**src/rtl/aibndaux_actred_ctrl_if.sv**
```systemverilog
// Handshake and strap signals between the active-redundancy sequencer and its environment.
// The master drives start and the pad levels. The slave (the sequencer) drives the receiver codes, shift enables and status.
interface aibndaux_actred_ctrl_if;
  logic       start;
  logic       actred_chain1;
  logic       actred_chain2;
  logic [2:0] actred_rxen_chain1;
  logic [2:0] actred_rxen_chain2;
  logic       actred_shiften_chain1;
  logic       actred_shiften_chain2;
  logic       busy;
  logic       done;
  logic [1:0] err;
  logic [1:0] strap_val;

  modport master (
    output start, actred_chain1, actred_chain2,
    input  actred_rxen_chain1, actred_rxen_chain2,
    input  actred_shiften_chain1, actred_shiften_chain2,
    input  busy, done, err, strap_val
  );

  modport slave (
    input  start, actred_chain1, actred_chain2,
    output actred_rxen_chain1, actred_rxen_chain2,
    output actred_shiften_chain1, actred_shiften_chain2,
    output busy, done, err, strap_val
  );
endinterface

```
**src/rtl/aibndaux_actred_ctrl.sv**
```systemverilog
// Sequencer for the two active-redundancy strap receivers: enable rx, settle, debounce-sample, apply shift enable.
// Chains run strictly one after the other. A start that arrives while the sequencer is busy is dropped.
module aibndaux_actred_ctrl #(
  parameter int         SETTLE_CYC  = 16,
  parameter int         FILT_CNT    = 4,
  parameter int         TIMEOUT_CYC = 255,
  parameter logic [2:0] RXEN_ON     = 3'b000,
  parameter logic [2:0] RXEN_OFF    = 3'b010,
  parameter logic       ACTIVE_LVL  = 1'b1
) (
  input logic                   clk,
  input logic                   reset,
  aibndaux_actred_ctrl_if.slave bus
);

  typedef enum logic [2:0] {
    IDLE   = 3'd0,
    SETTLE = 3'd1,
    SAMPLE = 3'd2,
    APPLY  = 3'd3,
    DONE   = 3'd4
  } state_t;

  localparam int SW = $clog2(SETTLE_CYC + 1);
  localparam int FW = $clog2(FILT_CNT + 1);
  localparam int TW = $clog2(TIMEOUT_CYC + 1);

  localparam logic [SW-1:0] SETTLE_LAST = SW'(SETTLE_CYC - 1);
  localparam logic [FW-1:0] FILT_MAX    = FW'(FILT_CNT);
  localparam logic [TW-1:0] TMO_MAX     = TW'(TIMEOUT_CYC);

  state_t        state_q, state_d;
  logic          idx_q, idx_d;
  logic [SW-1:0] settle_q, settle_d;
  logic [FW-1:0] filt_q, filt_d;
  logic [TW-1:0] tmo_q, tmo_d;
  logic          prev_q, prev_d;
  logic [2:0]    rxen1_q, rxen1_d;
  logic [2:0]    rxen2_q, rxen2_d;
  logic          shift1_q, shift1_d;
  logic          shift2_q, shift2_d;
  logic          busy_q, busy_d;
  logic          done_q, done_d;
  logic [1:0]    err_q, err_d;
  logic [1:0]    strap_q, strap_d;
  logic [1:0]    sync1_q;
  logic [1:0]    sync2_q;

  logic          sync_cur;
  logic          apply_val;

  assign sync_cur  = idx_q ? sync2_q[1] : sync1_q[1];
  assign apply_val = (strap_q[idx_q] == ACTIVE_LVL) && !err_q[idx_q];

  // Two-flop synchronizers run continuously; only stage [1] is ever observed.
  always_ff @(posedge clk or posedge reset) begin
    if (reset) begin
      sync1_q <= 2'b00;
      sync2_q <= 2'b00;
    end else begin
      sync1_q <= {sync1_q[0], bus.actred_chain1};
      sync2_q <= {sync2_q[0], bus.actred_chain2};
    end
  end

  always_ff @(posedge clk or posedge reset) begin
    if (reset) begin
      state_q  <= IDLE;
      idx_q    <= 1'b0;
      settle_q <= '0;
      filt_q   <= '0;
      tmo_q    <= '0;
      prev_q   <= 1'b0;
      rxen1_q  <= RXEN_OFF;
      rxen2_q  <= RXEN_OFF;
      shift1_q <= 1'b0;
      shift2_q <= 1'b0;
      busy_q   <= 1'b0;
      done_q   <= 1'b0;
      err_q    <= 2'b00;
      strap_q  <= 2'b00;
    end else begin
      state_q  <= state_d;
      idx_q    <= idx_d;
      settle_q <= settle_d;
      filt_q   <= filt_d;
      tmo_q    <= tmo_d;
      prev_q   <= prev_d;
      rxen1_q  <= rxen1_d;
      rxen2_q  <= rxen2_d;
      shift1_q <= shift1_d;
      shift2_q <= shift2_d;
      busy_q   <= busy_d;
      done_q   <= done_d;
      err_q    <= err_d;
      strap_q  <= strap_d;
    end
  end

  always_comb begin
    state_d  = state_q;
    idx_d    = idx_q;
    settle_d = settle_q;
    filt_d   = filt_q;
    tmo_d    = tmo_q;
    prev_d   = prev_q;
    rxen1_d  = rxen1_q;
    rxen2_d  = rxen2_q;
    shift1_d = shift1_q;
    shift2_d = shift2_q;
    busy_d   = busy_q;
    done_d   = done_q;
    err_d    = err_q;
    strap_d  = strap_q;

    case (state_q)
      IDLE, DONE: begin
        // done/busy flip one cycle after entering DONE, so done trails the last shiften by an edge.
        if (state_q == DONE) begin
          busy_d  = 1'b0;
          done_d  = 1'b1;
          rxen1_d = RXEN_OFF;
          rxen2_d = RXEN_OFF;
        end
        if (bus.start) begin
          state_d  = SETTLE;
          idx_d    = 1'b0;
          settle_d = '0;
          busy_d   = 1'b1;
          done_d   = 1'b0;
          err_d    = 2'b00;
          rxen1_d  = RXEN_ON;
          rxen2_d  = RXEN_OFF;
        end
      end

      SETTLE: begin
        if (settle_q == SETTLE_LAST) begin
          state_d = SAMPLE;
          filt_d  = '0;
          tmo_d   = '0;
        end else begin
          settle_d = settle_q + 1'b1;
        end
      end

      SAMPLE: begin
        tmo_d = (tmo_q == TMO_MAX) ? tmo_q : tmo_q + 1'b1;
        // filt_q==0 marks the first sample after settling.
        if ((filt_q == '0) || (sync_cur != prev_q)) begin
          prev_d = sync_cur;
          filt_d = FW'(1);
        end else if (filt_q != FILT_MAX) begin
          filt_d = filt_q + 1'b1;
        end
        // Acceptance wins over a timeout that lands on the same cycle.
        if (filt_d == FILT_MAX) begin
          strap_d[idx_q] = prev_d;
          state_d        = APPLY;
        end else if (tmo_d == TMO_MAX) begin
          err_d[idx_q]   = 1'b1;
          strap_d[idx_q] = 1'b0;
          state_d        = APPLY;
        end
      end

      APPLY: begin
        if (!idx_q) begin
          shift1_d = apply_val;
          rxen1_d  = RXEN_OFF;
          rxen2_d  = RXEN_ON;
          idx_d    = 1'b1;
          settle_d = '0;
          state_d  = SETTLE;
        end else begin
          shift2_d = apply_val;
          rxen2_d  = RXEN_OFF;
          state_d  = DONE;
        end
      end

      default: state_d = IDLE;
    endcase
  end

  assign bus.actred_rxen_chain1    = rxen1_q;
  assign bus.actred_rxen_chain2    = rxen2_q;
  assign bus.actred_shiften_chain1 = shift1_q;
  assign bus.actred_shiften_chain2 = shift2_q;
  assign bus.busy                  = busy_q;
  assign bus.done                  = done_q;
  assign bus.err                   = err_q;
  assign bus.strap_val             = strap_q;

endmodule

```
**src/flat_wrapper.sv**
```systemverilog
// flat-port wrapper written by rule: the top's interface ports become plain ports
module aibndaux_actred_ctrl_flat 
#(
  parameter int         SETTLE_CYC  = 16,
  parameter int         FILT_CNT    = 4,
  parameter int         TIMEOUT_CYC = 255,
  parameter logic [2:0] RXEN_ON     = 3'b000,
  parameter logic [2:0] RXEN_OFF    = 3'b010,
  parameter logic       ACTIVE_LVL  = 1'b1
)
  (clk, reset, bus_start, bus_actred_chain1, bus_actred_chain2, bus_actred_rxen_chain1, bus_actred_rxen_chain2, bus_actred_shiften_chain1, bus_actred_shiften_chain2, bus_busy, bus_done, bus_err, bus_strap_val);
  aibndaux_actred_ctrl_if bus_i ();
  input logic clk;
  input logic reset;
  input wire logic [$bits(bus_i.start)-1:0] bus_start;
  input wire logic [$bits(bus_i.actred_chain1)-1:0] bus_actred_chain1;
  input wire logic [$bits(bus_i.actred_chain2)-1:0] bus_actred_chain2;
  output wire logic [$bits(bus_i.actred_rxen_chain1)-1:0] bus_actred_rxen_chain1;
  output wire logic [$bits(bus_i.actred_rxen_chain2)-1:0] bus_actred_rxen_chain2;
  output wire logic [$bits(bus_i.actred_shiften_chain1)-1:0] bus_actred_shiften_chain1;
  output wire logic [$bits(bus_i.actred_shiften_chain2)-1:0] bus_actred_shiften_chain2;
  output wire logic [$bits(bus_i.busy)-1:0] bus_busy;
  output wire logic [$bits(bus_i.done)-1:0] bus_done;
  output wire logic [$bits(bus_i.err)-1:0] bus_err;
  output wire logic [$bits(bus_i.strap_val)-1:0] bus_strap_val;
  assign bus_i.start = bus_start;
  assign bus_i.actred_chain1 = bus_actred_chain1;
  assign bus_i.actred_chain2 = bus_actred_chain2;
  assign bus_actred_rxen_chain1 = bus_i.actred_rxen_chain1;
  assign bus_actred_rxen_chain2 = bus_i.actred_rxen_chain2;
  assign bus_actred_shiften_chain1 = bus_i.actred_shiften_chain1;
  assign bus_actred_shiften_chain2 = bus_i.actred_shiften_chain2;
  assign bus_busy = bus_i.busy;
  assign bus_done = bus_i.done;
  assign bus_err = bus_i.err;
  assign bus_strap_val = bus_i.strap_val;
  aibndaux_actred_ctrl #(.SETTLE_CYC(SETTLE_CYC), .FILT_CNT(FILT_CNT), .TIMEOUT_CYC(TIMEOUT_CYC), .RXEN_ON(RXEN_ON), .RXEN_OFF(RXEN_OFF), .ACTIVE_LVL(ACTIVE_LVL)) u_core (.clk(clk), .reset(reset), .bus(bus_i));
endmodule
```
**config.mk**
```make
export PLATFORM = sky130hd
export DESIGN_NAME = aibndaux_actred_ctrl_flat
export DESIGN_NICKNAME = d
export VERILOG_FILES = /design/src/rtl/aibndaux_actred_ctrl_if.sv /design/src/rtl/aibndaux_actred_ctrl.sv /design/src/flat_wrapper.sv
export SDC_FILE = /design/constraint.sdc
export NUM_CORES = 1
export LEC_CHECK = 0
export CAP_MARGIN = 20
export CELL_PAD_IN_SITES_DETAIL_PLACEMENT = 0
export CELL_PAD_IN_SITES_GLOBAL_PLACEMENT = 1
export CORE_MARGIN = 2
export CORE_UTILIZATION = 43
export CTS_CLUSTER_DIAMETER = 60
export DETAILED_ROUTE_END_ITERATION = 7
export GPL_ROUTABILITY_DRIVEN = 0
export PLACE_DENSITY_LB_ADDON = 0.1
export SLEW_MARGIN = 30
export SYNTH_ARGS = -nofsm -noshare
export SYNTH_HDL_FRONTEND = slang
export SYNTH_SLANG_ARGS = --single-unit
```
**constraint.sdc**
```tcl
create_clock -name clk -period 2.2 [get_ports clk]
set_input_delay 0.44 -clock clk [delete_from_list [all_inputs] [get_ports clk]]
set_output_delay 0.44 -clock clk [all_outputs]
set_load 0.02 [all_outputs]
```
==> flow_summary.yaml <==
synthesis:
  async_flop_share_pct: 100
  yosysTopAreaCell: "dfrtp_1"
  ys.flop_type: "dfrtp_1"
  ys_ff_latch: 35
  yosysMostFrequentCell: "dfrtp_1"
  synth_cell_types: 49
  netlist_top_cells_area: "dfrtp_1 (44%), nand2_1 (5.4%), a21oi_1 (4.5%)"
  syn_inst: 200
  syn_area_um2: 1880
  synth_top_area_share_pct: 44.0
  seq_area_frac_synth_pct: 46.8
  synthTopCellsByCount: "dfrtp_1 (33), nand2_1 (27), a21oi_1 (17)"
  synth_edf_count: 0
  synth.yosys.warnings: 0
  syn_avg_cell_area_um2: 9.38
critical_path:
  worstRegToRegCells: 6
  reg2reg_slack_ns: 0.21
  worstPathRequired_ns: 2.37
  cp-startpoint: "u_core.tmo_q[0]$_DFFE_PP0P_"
  cp_cell_sequence: "ha_1 > nand4_1 > nor2_1 > a2bb2oi_1 > a211o_1 > a31o_1"
  critPathArrivalTime_ns: 2.16
  crit_path_end_kind: "flop"
  reg2reg_to: "u_core.bus.strap_val[0]$_DFFE_PP0P_"
  max_stage_delay_ns: 0.43
  crit_path_top_delay_cell: "dfrtp_1"
  crit_path_max_fanout: 7
  r2r_start: "u_core.tmo_q[0]$_DFFE_PP0P_"
  worstSetupStartpointType: "flop"
  critical_path_class: "flop to flop"
global_route:
  grt_util_met1_pct: 20.6
  grtUsageMet3_pct: 3.61
  grt_pass1_wl_um: 6700
  grt-ovfl-total: 0
  use_met2_pct: 29.5
  track_usage_pct: 17.1
  grt_max_degree: 36
  antenna_found_initial: 0
  busiest_layer: "met2"
  first_global_vias: 1481
sta:
  setup_viol: 0
  fin_tns_setup_ns: 0
  max_freq_mhz: 504
  fin_crit_ns: 1.99
  grt_setup_unrepaired: "no"
  holdWs_ns: 0.359
  drv_slew: 0
  skew_ns: 0.00538
  hold_viol_final: 0
  period_share_pct: 90.3
floorplan:
  core_um2: 4260
  ios: 19
  initial_utilization_pct: 44.0
  fp.dieArea_um2: 4910
  die_y_um: 70.1
  rows: 24
  dieWidth_um: 70.1
place:
  dp_hpwl_um: 2690
  placedCellCount: 260
  port_buffers: 14
  postPlaceCellArea_um2: 2040
clock_tree:
  cts_buffers: 5
  clk_pin_slew_ns: 0.07
  post_cts_buffers: 0
  clk_latency_ns: 0.28
  clock-sinks: 35
  cts_tree: "done"
  h-tree-depth: 2
  cts_resized: 0
  ctsLongestPathBuffers: 2
  clock-root-buffer: "clkbuf_8"
  cts_hold_buf: 0
cells_and_area:
  utilization_pct: 50.0
  drive_above_1_share_pct: 9.72
  num_antenna_cells: 0
  fin_area_um2: 2130
  area_delta_synth_final_pct: 13.6
  layout.nets: 225
  instances_no_fill: 268
drt:
  final_antenna_net_count: 0
  drc: 0
  drt-initial-drc-count: 119
  post_drt_wl_per_cell_um: 14.3
  vias: 1496
  first_pass_iters: 5
  vias_per_cell: 5.58
  wirelength_um: 3840
min_path:
  whs_path_depth: 0
  hold_path_class: "flop to flop"
  min_to: "u_core.sync1_q[1]$_DFF_PP0_"
  min_from: "u_core.sync1_q[0]$_DFF_PP0_"
job:
  cap_violations: 0
pwr:
  peakVddDrop_mv: 0.348
  powerDensity_nw_per_um2: 879
  leakagePower_nw: 0.900
run_status:
  outcome: "finished clean"
-- worst max-delay path: cells and delay by family (launching register included) --
family / cells / cell delay (ns)
DFF: 1 / 0.43
adders and majority gates: 1 / 0.31
and+or+nand+nor: 2 / 0.47
AOI/OAI and AO/OA: 3 / 0.66
-- final cells by class --
| cell class | count | area (µm²) |
|---|---|---|
| clock buffer | 7 | 76.3 |
| clock inverter | 1 | 5.00 |
| fill | 416 | 2130 |
| inverter | 8 | 30.0 |
| multi-input combinational | 147 | 907 |
| sequential | 35 | 878 |
| tap | 52 | 65.1 |
| timing repair buffer | 18 | 170 |
-- cells by family after synthesis --
logic type | synth area share [%]
AND/OR/NAND/NOR | 19.6
AO/OA/AOI/OAI | 22.2
flip-flops | 46.8
buffers and inverters | 5.80
adder cells (fa/ha/maj) | 3.33
XOR/XNOR | 1.33
other | 0.200
multiplexers | 0.733
-- power breakdown --
part	switching (W)	internal [W]
registers	0.000130	0.000762
logic	0.000291	0.000247
clock network	0.000221	0.000222
-- layer usage --
metal,part of all wire [%],wire length [µm],vias up
met4,1.0,39,0
met5,0,0,-
met1,45,1710,729
li1,-,-,741
met3,3.1,120,4
met2,51,1970,22
-- how the worst max path moves through the flow --
stage / to
CTS: u_core.bus.strap_val[0]$_DFFE_PP0P_
finish: u_core.bus.strap_val[0]$_DFFE_PP0P_
global placement: u_core.bus.strap_val[0]$_DFFE_PP0P_
global route: u_core.bus.strap_val[1]$_DFFE_PP0P_
floorplan: u_core.bus.strap_val[0]$_DFFE_PP0P_
detailed placement: u_core.bus.strap_val[0]$_DFFE_PP0P_
-- cells in the final DEF, fill, tap and decap left out, types with 4 or more instances in the layout --
cell type / n
a21oi_1: 17
a31oi_1: 4
buf_4: 4
clkbuf_8: 5
clkdlybuf4s50_1: 14
conb_1: 4
dfrtp_1: 33
ha_1: 5
inv_1: 8
nand2_1: 27
nand2b_1: 7
nand3_1: 7
nand3b_1: 4
nor2_1: 7
o21ai_0: 10
o21ai_1: 13
-- state kept, by name, summed over array words and instances (netlist names) --
name,cells
u_core.sync1_q,2
u_core.bus.busy,1
u_core.bus.done,1
u_core.tmo_q,8
u_core.bus.err,2
u_core.bus.actred_rxen_chain2,1
u_core.bus.actred_rxen_chain1,1
u_core.state_q,3
u_core.bus.strap_val,2
u_core.sync2_q,2
u_core.idx_q,1
u_core.bus.actred_shiften_chain2,1
u_core.settle_q,5
u_core.bus.actred_shiften_chain1,1
u_core.prev_q,1
u_core.filt_q,3
-- metrics by stage --
step	setup slack, ns	power, W
CTS	0.226	0.00189
floorplan	0.480	0.00129
detailed placement	0.240	0.00144
global route	0.0312	0.00202
finish	0.214	0.00187
global placement	0.337	0.00141
(Power assumes the default switching activity.)
